$ cat config.mk
export PLATFORM = sky130hd
export DESIGN_NAME = axi_fifo_writer
export DESIGN_NICKNAME = d
export VERILOG_FILES = /design/src/rtl/axi_fifo_writer.sv
export SDC_FILE = /design/constraint.sdc
export NUM_CORES = 1
export LEC_CHECK = 0
export ABC_AREA = 1
export BUFFER_PORTS_ARGS = -buffer_cell sky130_fd_sc_hd__buf_4
export CORE_MARGIN = 2
export CORE_UTILIZATION = 50
export CTS_BUF_LIST = sky130_fd_sc_hd__clkbuf_2 sky130_fd_sc_hd__clkbuf_4 sky130_fd_sc_hd__clkbuf_8
export DETAILED_ROUTE_END_ITERATION = 8
export PLACE_DENSITY = 0.7
export SLEW_MARGIN = 20
export SYNTH_ARGS = -nofsm -noshare
export SYNTH_HDL_FRONTEND = slang
export SYNTH_SLANG_ARGS = --single-unit
$ cat constraint.sdc
create_clock -name axi_clk -period 3.9 [get_ports axi_clk]
set_input_delay 0.78 -clock axi_clk [delete_from_list [all_inputs] [get_ports axi_clk]]
set_output_delay 0.78 -clock axi_clk [all_outputs]
set_load 0.02 [all_outputs]
$ cat src/rtl/axi_fifo_writer.sv
// Buffers (addr, data, strb) write requests in a small FIFO and issues each one as a
// single-beat AXI-lite write with AW and W presented together; tracks outstanding B beats.
module axi_fifo_writer #(
  parameter  int AXI_ADDR_WIDTH  = 20,
  parameter  int AXI_DATA_WIDTH  = 16,
  parameter  int FIFO_DEPTH      = 4,
  parameter  int MAX_OUTSTANDING = 2,
  localparam int AXI_STRB_WIDTH  = (AXI_DATA_WIDTH + 7) / 8,
  localparam int OUT_W           = $clog2(MAX_OUTSTANDING + 1)
) (
  input  logic                      axi_clk,
  input  logic                      axi_resetn,
  input  logic                      req_valid,
  output logic                      req_ready,
  input  logic [AXI_ADDR_WIDTH-1:0] req_addr,
  input  logic [AXI_DATA_WIDTH-1:0] req_data,
  input  logic [AXI_STRB_WIDTH-1:0] req_strb,
  output logic [AXI_ADDR_WIDTH-1:0] axi_awaddr,
  output logic                      axi_awvalid,
  input  logic                      axi_awready,
  output logic [AXI_DATA_WIDTH-1:0] axi_wdata,
  output logic [AXI_STRB_WIDTH-1:0] axi_wstrb,
  output logic                      axi_wvalid,
  input  logic                      axi_wready,
  input  logic [1:0]                axi_bresp,
  input  logic                      axi_bvalid,
  output logic                      axi_bready,
  output logic [OUT_W-1:0]          outstanding,
  output logic                      err,
  output logic                      idle
);

  localparam int PTR_W = $clog2(FIFO_DEPTH);
  localparam int ENT_W = AXI_ADDR_WIDTH + AXI_DATA_WIDTH + AXI_STRB_WIDTH;

  typedef enum logic {
    S_IDLE,
    S_ISSUE
  } state_t;

  state_t                    r_state;
  state_t                    w_state_nxt;
  logic [ENT_W-1:0]          r_mem [FIFO_DEPTH];
  logic [PTR_W:0]            r_wptr;
  logic [PTR_W:0]            r_rptr;
  logic [PTR_W:0]            w_count;
  logic                      w_full;
  logic                      w_empty;
  logic                      w_push;
  logic                      w_pop;
  logic                      w_done;
  logic                      w_aw_hs;
  logic                      w_w_hs;
  logic                      w_inc;
  logic                      w_dec;
  logic [ENT_W-1:0]          w_head;
  logic [AXI_ADDR_WIDTH-1:0] r_awaddr;
  logic [AXI_DATA_WIDTH-1:0] r_wdata;
  logic [AXI_STRB_WIDTH-1:0] r_wstrb;
  logic                      r_awvalid;
  logic                      r_wvalid;
  logic [OUT_W-1:0]          r_outstanding;
  logic                      r_err;

  // Pointers carry one extra wrap bit so full and empty are distinguishable.
  assign w_count = r_wptr - r_rptr;
  assign w_full  = (w_count == (PTR_W + 1)'(FIFO_DEPTH));
  assign w_empty = (w_count == '0);
  assign w_push  = req_valid && !w_full;
  assign w_head  = r_mem[r_rptr[PTR_W-1:0]];
  assign w_aw_hs = r_awvalid && axi_awready;
  assign w_w_hs  = r_wvalid && axi_wready;
  assign w_inc   = w_done;
  assign w_dec   = axi_bvalid && (r_outstanding != '0);

  always_comb begin
    w_state_nxt = r_state;
    w_pop       = 1'b0;
    w_done      = 1'b0;
    case (r_state)
      S_IDLE: begin
        if (!w_empty && (r_outstanding < OUT_W'(MAX_OUTSTANDING))) begin
          w_pop       = 1'b1;
          w_state_nxt = S_ISSUE;
        end
      end
      S_ISSUE: begin
        if ((!r_awvalid || axi_awready) && (!r_wvalid || axi_wready)) begin
          w_done      = 1'b1;
          w_state_nxt = S_IDLE;
        end
      end
      default: w_state_nxt = S_IDLE;
    endcase
  end

  always_ff @(posedge axi_clk or negedge axi_resetn) begin
    if (!axi_resetn) r_state <= S_IDLE;
    else             r_state <= w_state_nxt;
  end

  always_ff @(posedge axi_clk) begin
    if (w_push) r_mem[r_wptr[PTR_W-1:0]] <= {req_addr, req_data, req_strb};
  end

  always_ff @(posedge axi_clk or negedge axi_resetn) begin
    if (!axi_resetn) begin
      r_wptr        <= '0;
      r_rptr        <= '0;
      r_awaddr      <= '0;
      r_wdata       <= '0;
      r_wstrb       <= '0;
      r_awvalid     <= 1'b0;
      r_wvalid      <= 1'b0;
      r_outstanding <= '0;
      r_err         <= 1'b0;
    end else begin
      if (w_push) r_wptr <= r_wptr + (PTR_W + 1)'(1);
      if (w_pop) begin
        r_rptr                        <= r_rptr + (PTR_W + 1)'(1);
        {r_awaddr, r_wdata, r_wstrb}  <= w_head;
        r_awvalid                     <= 1'b1;
        r_wvalid                      <= 1'b1;
      end else begin
        if (w_aw_hs) r_awvalid <= 1'b0;
        if (w_w_hs)  r_wvalid  <= 1'b0;
      end
      // A B beat with nothing outstanding is dropped (count saturates) and flagged.
      if (w_inc && !w_dec)      r_outstanding <= r_outstanding + OUT_W'(1);
      else if (!w_inc && w_dec) r_outstanding <= r_outstanding - OUT_W'(1);
      if (axi_bvalid && ((axi_bresp != 2'b00) || (r_outstanding == '0))) r_err <= 1'b1;
    end
  end

  assign req_ready   = !w_full;
  assign axi_awaddr  = r_awaddr;
  assign axi_awvalid = r_awvalid;
  assign axi_wdata   = r_wdata;
  assign axi_wstrb   = r_wstrb;
  assign axi_wvalid  = r_wvalid;
  assign axi_bready  = axi_resetn;
  assign outstanding = r_outstanding;
  assign err         = r_err;
  assign idle        = w_empty && (r_state == S_IDLE) && (r_outstanding == '0);

endmodule
# ---- After elaboration in Yosys (flattened, before gate mapping)
# Memories as Yosys holds them, arrays and structs flattened. A register that Yosys moved wholly into a read port is not among the register bits.
# Index checks and enable logic that the tools add are counted.
dict set report word_totals {
  reg_bits 12
  ramBits 152
  out_inout_bits 46
  mem_count 1
}
# name depth width read_ports rd_clocked_by_memory_dff wr line
set mem_list {}
lappend mem_list {r_mem 4 38 1 1 1 43} ;# logic [ENT_W-1:0] r_mem [FIFO_DEPTH];
dict set report classes {
  n_addsub 5
  n_lt_le_gt_ge 1
  n_eq_ne 1
  n_mux 14
  bitwise_logic 1
  n_reduce_logical 28
}
# cell count
set op_table {}
lappend op_table {{$logic_and A1 B1 Y1} 11}
lappend op_table {{$mux W1} 11}
lappend op_table {{$reduce_bool A2 Y1} 5}
lappend op_table {{$logic_not A1 Y1} 7}
lappend op_table {{$add A3 B1 Y3 const B} 2}
lappend op_table {{$mux W2} 2}
lappend op_table {{$eq A3 B3 Y1 const B} 1}
lappend op_table {{$logic_not A3 Y1} 1}
lappend op_table {{$logic_or A1 B1 Y1} 3}
lappend op_table {{$sub A3 B3 Y3} 1}
lappend op_table {{$add A2 B1 Y2 const B} 1}
lappend op_table {{$logic_not A2 Y1} 1}
lappend op_table {{$lt A2 B2 Y1 const B} 1}
lappend op_table {{$pmux W1 S2} 1}
lappend op_table {{$sub A2 B1 Y2 const B} 1}
lappend op_table {{$not A1 Y1} 1}

# ---- Depth between registers and ports, before layout
# Gate-level depths: netlist of run 1.
dict set report logic_depth {
  word_depth 9
  ltp_mapped 11
  depth_no_buf 11
}

# ---- Least setup slack after synthesis of run 1
# Ideal clock, no wire load.
dict set report synth_path {
  path_type {reg2reg}
  from {reg r_rptr[1]}
  to {mem r_mem[0][0] in the netlist's numbering, enable pin}
  setup_ns 0.433
  t_arrival_ns 3.351
  required_time_ns 3.467
  path_slack_ns 0.115
  path_stages_with_launch 11
  n_path_buf 1
  period_less_slack_ns 3.785
  path_cell_list {dfrtp_1 > inv_1 > clkbuf_1 > ha_1 > nand2_1 > nand2_1 > nand2_2 > nand2_1 > nand2_1 > nand2_1 > nor2_1}
}
dict set report synth_between {
  elab_chain_len 6
}
# item line
set synth_rtl {}
lappend synth_rtl {{from (decl)} 45} ;# logic [PTR_W:0] r_rptr;
lappend synth_rtl {{from (signal assigned)} 120} ;# r_rptr <= r_rptr + (PTR_W + 1)'(1);
lappend synth_rtl {{$sub A3 B3 Y3} 66} ;# assign w_count = r_wptr - r_rptr;
lappend synth_rtl {{$eq A3 B3 Y1} 67} ;# assign w_full = (w_count == (PTR_W + 1)'(FIFO_DEPTH));
lappend synth_rtl {{$logic_not A1 Y1} --}
lappend synth_rtl {{net req_ready} 14} ;# output logic req_ready,
lappend synth_rtl {{$logic_and A1 B1 Y1} 69} ;# assign w_push = req_valid && !w_full;
lappend synth_rtl {{$mux W1} 103} ;# if (w_push) r_mem[r_wptr[PTR_W-1:0]] <= {req_addr, req_data, req_strb};
lappend synth_rtl {{$mux W1 (implied by the code)} 103}
lappend synth_rtl {{to (decl)} 43}
# The timed path passes the listed nets, and every way through them passes these cells.

# ---- Worst setup path after layout of run 1
dict set report layout_path {
  from {reg r_wptr[1]}
  to {out idle}
}
dict set report layout_between {
  elab_chain_len 4
}
# item line
set layout_rtl {}
lappend layout_rtl {{from (decl)} 44} ;# logic [PTR_W:0] r_wptr;
lappend layout_rtl {{from (signal assigned)} 118} ;# if (w_push) r_wptr <= r_wptr + (PTR_W + 1)'(1);
lappend layout_rtl {{$sub A3 B3 Y3} 66}
lappend layout_rtl {{$logic_not A3 Y1} 68} ;# assign w_empty = (w_count == '0);
lappend layout_rtl {{$logic_and A1 B1 Y1 (2 in a row)} 144} ;# assign idle = w_empty && (r_state == S_IDLE) && (r_outstanding == '0);
lappend layout_rtl {{to (decl)} 30} ;# output logic idle
# No other way between the ends.

==> flow_summary.json, run 1 <==
{
  "status": "finished, final reports clean",
  "path_class": "flip-flop to output port",
  "cpPeakStageDelay_ps": 460,
  "die_y_microns": 134.1,
  "grt_pass1_wl_microns": 27260,
  "cts_max_path_buffers": 3,
  "cts_sinks": 202,
  "rows": 47,
  "synth_edf_count": 152,
  "htreeDepth": 1,
  "first_pass_iters": 5,
  "cp-end-kind": "output port",
  "worstPathArrival_ps": 2520,
  "ir_drop_mv": 0.6950,
  "cpMostUsedCell": "nand2_1",
  "via_per_inst": 5.030,
  "critPathTopFamily": "simple AND/OR/NAND/NOR gates",
  "fin_area_sq_um": 9980,
  "tightestPinTransition_ps": 1077,
  "critPathRequiredTime_ps": 3120,
  "cts_setup_buffers": 0,
  "synth_seq_cells": 202,
  "wl_per_cell_microns": 15.40,
  "die_area_sq_um": 17980,
  "dp_hpwl_microns": 9503,
  "grt_max_degree": 117,
  "max_cap_viol_count": 0,
  "syn_inst": 786,
  "nets": 930,
  "worst-path-buf-inv": 1,
  "crit_chain": "ha_1 -> nand2_1 -> nand2_1 -> nand2_2 -> nand3_4 -> nor3_1 -> buf_4",
  "hold_class": "input port to async pin",
  "drive_above_1_share_pct": 23.09,
  "grt-ovfl-total": 0,
  "cts_tree": "yes",
  "fmax_mhz": 302.9,
  "drt_wl_total_microns": 17270,
  "core_sq_um": 16580,
  "final.min_clock_period_ps": 3302,
  "start_util_pct": 51.03,
  "cts.clk_slew.worst_paths_ps": 60,
  "synth_cell_types": 24,
  "finalSetupTns_ps": 0,
  "synth_area_leaders": "edfxtp_1 54%, nand2_1 15%, dfrtp_1 15%, nand4_1 3.0%, or2_2 2.8%",
  "dpl_cell_area_sq_um": 9334,
  "place_congestion": 0.7853,
  "clk_latency_ps": 550,
  "synthArstFlopShare_pct": 24.75,
  "fill_cells": 1353,
  "syn_area_sq_um": 8462,
  "cts_resized": 0,
  "num_vias": 5639,
  "slowest_stage": "nand3_4",
  "syn_to_final_growth_pct": 17.94,
  "synthFlopType": "edfxtp_1",
  "die_x_microns": 134.1,
  "rsz0062_at_grt": "no",
  "hold_buffers": 0,
  "finClkSkew_ps": 10.61,
  "grtUsageTotal_pct": 19.33,
  "drt_iter0_drc": 331,
  "maxSlewViolCount": 0,
  "synth_area_leader_cell": "edfxtp_1",
  "slew_headroom_pct": 28.19,
  "syn_nets": 840,
  "ant_nets": 0,
  "critPathLaunchType": "flip-flop",
  "hold_viol": 0,
  "syn_avg_cell_area_sq_um": 10.77,
  "crit_fanout": 43,
  "p_per_area_nw_per_um2": 831.6,
  "period_share_pct": 84.65,
  "setup_violations": 0,
  "cts_root_buf": "clkbuf_8",
  "portBuffers": 91,
  "grt_pass1_vias": 5410,
  "netlist.area_leader.share_pct": 53.94,
  "ys_seq_area_share_pct": 68.73,
  "insertedDiodeCount": 0,
  "synth_warnings": 0,
  "p_leak_nw": 4.506,
  "drc_errors": 0,
  "cts_buffers": 31,
  "antenna_found_initial": 0,
  "io_pins": 92
}
-- layout by cell type, fill, tap and decap left out, types with 6 or more instances in the layout --
| cell | n |
|---|---|
| or2_2 | 38 |
| nand4_1 | 41 |
| nand3_1 | 41 |
| clkbuf_8 | 36 |
| clkbuf_4 | 15 |
| ha_1 | 8 |
| dfrtp_1 | 48 |
| clkinv_2 | 6 |
| nand2_1 | 337 |
| edfxtp_1 | 152 |
| inv_1 | 54 |
| buf_4 | 95 |
-- registers in the layout, indices dropped and copies added (netlist names) --
name,flops
axi_awvalid,1
outstanding,2
axi_awaddr,20
err,1
r_rptr,3
axi_wvalid,1
r_state,1
axi_wstrb,2
r_wptr,3
axi_wdata,16
r_mem,152
-- cells in the mapped netlist (3+ instances only) --
library cell and instances:
nand2_1 337, edfxtp_1 152, inv_1 55, dfrtp_1 50, nand3_1 41, nand4_1 41, or2_2 38, buf_2 17
clkbuf_1 11, ha_1 8, buf_4 6, nor2_1 6, buf_1 4, buf_6 4, xor2_1 3
-- cell type report --
class	count	area, sq um	area share [%]
clock buffers	51	608.1	6.093
clock inverters	7	37.54	0.3761
inverters	58	217.7	2.182
multi-input cells	484	2227	22.32
flip-flops and latches	202	5821	58.32
well taps	220	275.3	2.758
repair buffers	99	793.3	7.949
-- through the flow --
| stage | power (mW) | std cells | hold slack (ps) | setup WS [ps] | util (%) |
|---|---|---|---|---|---|
| after CTS | 8.373 | 1121 | 395.4 | 559.4 | 60.18 |
| after global routing | 8.887 | 1121 | 395.8 | 413.2 | 60.18 |
| after global placement | 6.533 | 1063 | 450.4 | 1168 | 56.28 |
| final | 8.299 | 1121 | 386.1 | 598.5 | 60.18 |
| after detailed placement | 6.628 | 1063 | 460.1 | 1144 | 56.28 |
| after floorplan | 5.592 | 786 | 478.7 | 115.4 | - |
-- worst reg2reg max path, delay by kind of cell (launching register included) --
family | cells | cell delay (ps)
simple gates | 7 | 1310
flops | 1 | 430
fa+ha+maj | 1 | 350
buf+inv | 1 | 270
-- kinds of logic (layout without fill, tap and decap cells) --
| logic type | count (synthesis) | after routing | share of synthesized area (%) |
|---|---|---|---|
| buf+inv | 100 | 215 | 5.308 |
| compound gates | 4 | 4 | 0.2661 |
| xor+xnor | 4 | 4 | 0.4141 |
| simple gates | 468 | 468 | 24.10 |
| flops | 202 | 202 | 68.73 |
| fa+ha+maj | 8 | 8 | 1.183 |
-- routing by layer --
layer,vias up,wire (microns),global-route usage [%],share of wire [%]
met5,-,0,0,0
met4,0,195,5.556,1.1
met3,15,1046,3.590,6.1
met2,170,8350,32.34,48
met1,2688,7674,26.14,44
li1,2766,-,-,-
-- path summary, 6_finish.rpt --
kind	startpoint	to	slack [ps]	cells past startpoint
max in group asynchronous	axi_resetn	r_rptr[0]	2980	2
min	axi_resetn	axi_wdata[5]	390	2
min reg2reg	axi_wdata[0]	axi_wdata[0]	470	2
max	r_wptr[1]	idle	600	7
min in group axi_clk	req_data[10]	r_mem[1][12]	430	1
max reg2reg	r_wptr[1]	r_mem[2][23]	1240	9
-- report_power, final --
part / switching, mW / internal, mW / leakage [nW]
Clock: 0.766 / 0.984 / 0.351
Combinational: 2.24 / 1.10 / 2.15
Sequential: 0.217 / 2.99 / 2.00
Total: 3.23 / 5.07 / 4.51
Power figures use the tool's default switching activity.
==> run 2, diff against run 1 <==
==> constraint.sdc (replaced) <==
create_clock -name axi_clk -period 3.25 [get_ports axi_clk]
set_input_delay 0.65 -clock axi_clk [delete_from_list [all_inputs] [get_ports axi_clk]]
set_output_delay 0.65 -clock axi_clk [all_outputs]
set_load 0.02 [all_outputs]
==> flow_summary.json, run 2 (synthesis gave the netlist of run 1 again) <==
{
  "status": "finished, final reports clean",
  "critPathTopFamily": "simple AND/OR/NAND/NOR gates",
  "grt_pass1_wl_microns": 28170,
  "maxSlewViolCount": 0,
  "slowest_stage": "dfrtp_1",
  "comb_power_share_pct": 40.5,
  "cpMostUsedCell": "nand2_1",
  "finClkSkew_ps": 9.632,
  "core_sq_um": 16580,
  "critPathLaunchType": "flip-flop",
  "nets": 937,
  "insertedDiodeCount": 0,
  "via_per_inst": 5.051,
  "die_area_sq_um": 17980,
  "cts_resized": 0,
  "p_int_mw": 6.062,
  "cts.clk_slew.worst_paths_ps": 70,
  "ir_drop_mv": 0.4853,
  "place_ws_ps": 852.6,
  "cts_tree": "yes",
  "tightestPinTransition_ps": 763.1,
  "drt_iter0_drc": 443,
  "syn_to_final_growth_pct": 17.95,
  "cts_max_path_buffers": 3,
  "p_per_area_nw_per_um2": 997.2,
  "holdWs_ps": 250.5,
  "final_cells": 1127,
  "critPathRequiredTime_ps": 2600,
  "grtUsageTotal_pct": 19.94,
  "antenna_found_initial": 0,
  "place_congestion": 0.7301,
  "grt-ovfl-total": 0,
  "final_cell_mix": "337 x nand2_1, 152 x edfxtp_1, 103 x buf_4, 54 x inv_1, 48 x dfrtp_1",
  "crit_chain": "ha_1 -> nand2_1 -> nand2_1 -> nand2_2 -> nand3_4 -> nor3_1 -> buf_4",
  "io_pins": 92,
  "rows": 47,
  "cts_sinks": 202,
  "finalSetupTns_ps": 0,
  "max_cap_viol_count": 0,
  "dp_cells": 1070,
  "power_frac_clock_pct": 20.8,
  "cp-end-kind": "output port",
  "period_share_pct": 89.57,
  "start_util_pct": 51.03,
  "slew_headroom_pct": 49.13,
  "cpPeakStageDelay_ps": 430,
  "cts_root_buf": "clkbuf_8",
  "drt_wl_total_microns": 17460,
  "rsz0062_at_grt": "no",
  "clk_latency_ps": 550,
  "total_power_mw": 9.953,
  "grt_pass1_vias": 5451,
  "utilization_pct": 60.19,
  "final.min_clock_period_ps": 2911,
  "fin_area_sq_um": 9981,
  "worst-path-buf-inv": 1,
  "final_common_cell": "nand2_1",
  "path_class": "flip-flop to output port",
  "htreeDepth": 1,
  "largest_reg_flops": 152,
  "seqPwrFrac_pct": 38.7,
  "hold_viol": 0,
  "portBuffers": 91,
  "die_x_microns": 134.1,
  "num_vias": 5692,
  "hold_buffers": 0,
  "dp_hpwl_microns": 9778,
  "hold_class": "input port to async pin",
  "first_pass_iters": 5,
  "dpl_cell_area_sq_um": 9361,
  "drc_errors": 0,
  "setup_violations": 0,
  "grt_max_degree": 118,
  "wl_per_cell_microns": 15.49,
  "layout_setup_ws_ps": 339.0,
  "cts_buffers": 31,
  "worstPathArrival_ps": 2260,
  "p_switching_mw": 3.891,
  "p_leak_nw": 4.507,
  "swShare_pct": 39.09,
  "fmax_mhz": 343.5,
  "drive_above_1_share_pct": 22.60,
  "cts_setup_buffers": 0,
  "crit_fanout": 23,
  "die_y_microns": 134.1,
  "ant_nets": 0
}
==> run 2: worst register-to-register path: cells and delay by family, from the launching register on <==
family | cells | cell delay [ps]
buffers and inverters | 1 | 290
adders and majority gates | 1 | 350
and+or+nand+nor | 7 | 1020
DFF | 1 | 430
==> run 2: routing by layer <==
layer  global-route usage [%]  wire length (microns)  vias to the layer above
met5                        0                      0                        -
met4                    5.380                    352                        0
met3                    3.023                    999                       33
met2                    33.22                   8260                      146
met1                    27.74                   7848                     2729
li1                         -                      -                     2784
==> run 2: path summary, 6_finish.rpt <==
kind | startpoint | endpoint | slack [ps] | cells past startpoint
setup / recovery | r_wptr[1] | idle | 340 | 7
hold / removal | axi_resetn | outstanding[1] | 250 | 2
setup reg to reg | r_wptr[1] | r_mem[0][31] | 850 | 9
hold reg to reg | axi_awaddr[12] | axi_awaddr[12] | 470 | 2
max in group asynchronous | axi_resetn | r_rptr[0] | 2480 | 2
min in group axi_clk | req_data[3] | r_mem[3][5] | 300 | 1
==> run 2: area by class of cell <==
class,count,area (sq um)
inverter,58,217.7
timing repair buffer,106,824.5
sequential,202,5821
clock inverter,14,86.33
clock buffer,43,529.3
tap,220,275.3
fill,1423,6603
multi-input combinational,484,2227
==> run 2: power by group through the flow <==
| stage | Combinational, mW | Clock (mW) | Sequential (mW) |
|---|---|---|---|
| 3_5_place_dp | 4.08 | 0 | 3.90 |
| 3_3_place_gp | 4.00 | 0 | 3.88 |
| 4_1_cts | 4.09 | 2.12 | 3.85 |
| 5_1_grt | 4.52 | 2.24 | 3.92 |
| 6_report | 4.03 | 2.07 | 3.85 |
| 2_1_floorplan | 2.52 | 0 | 4.19 |
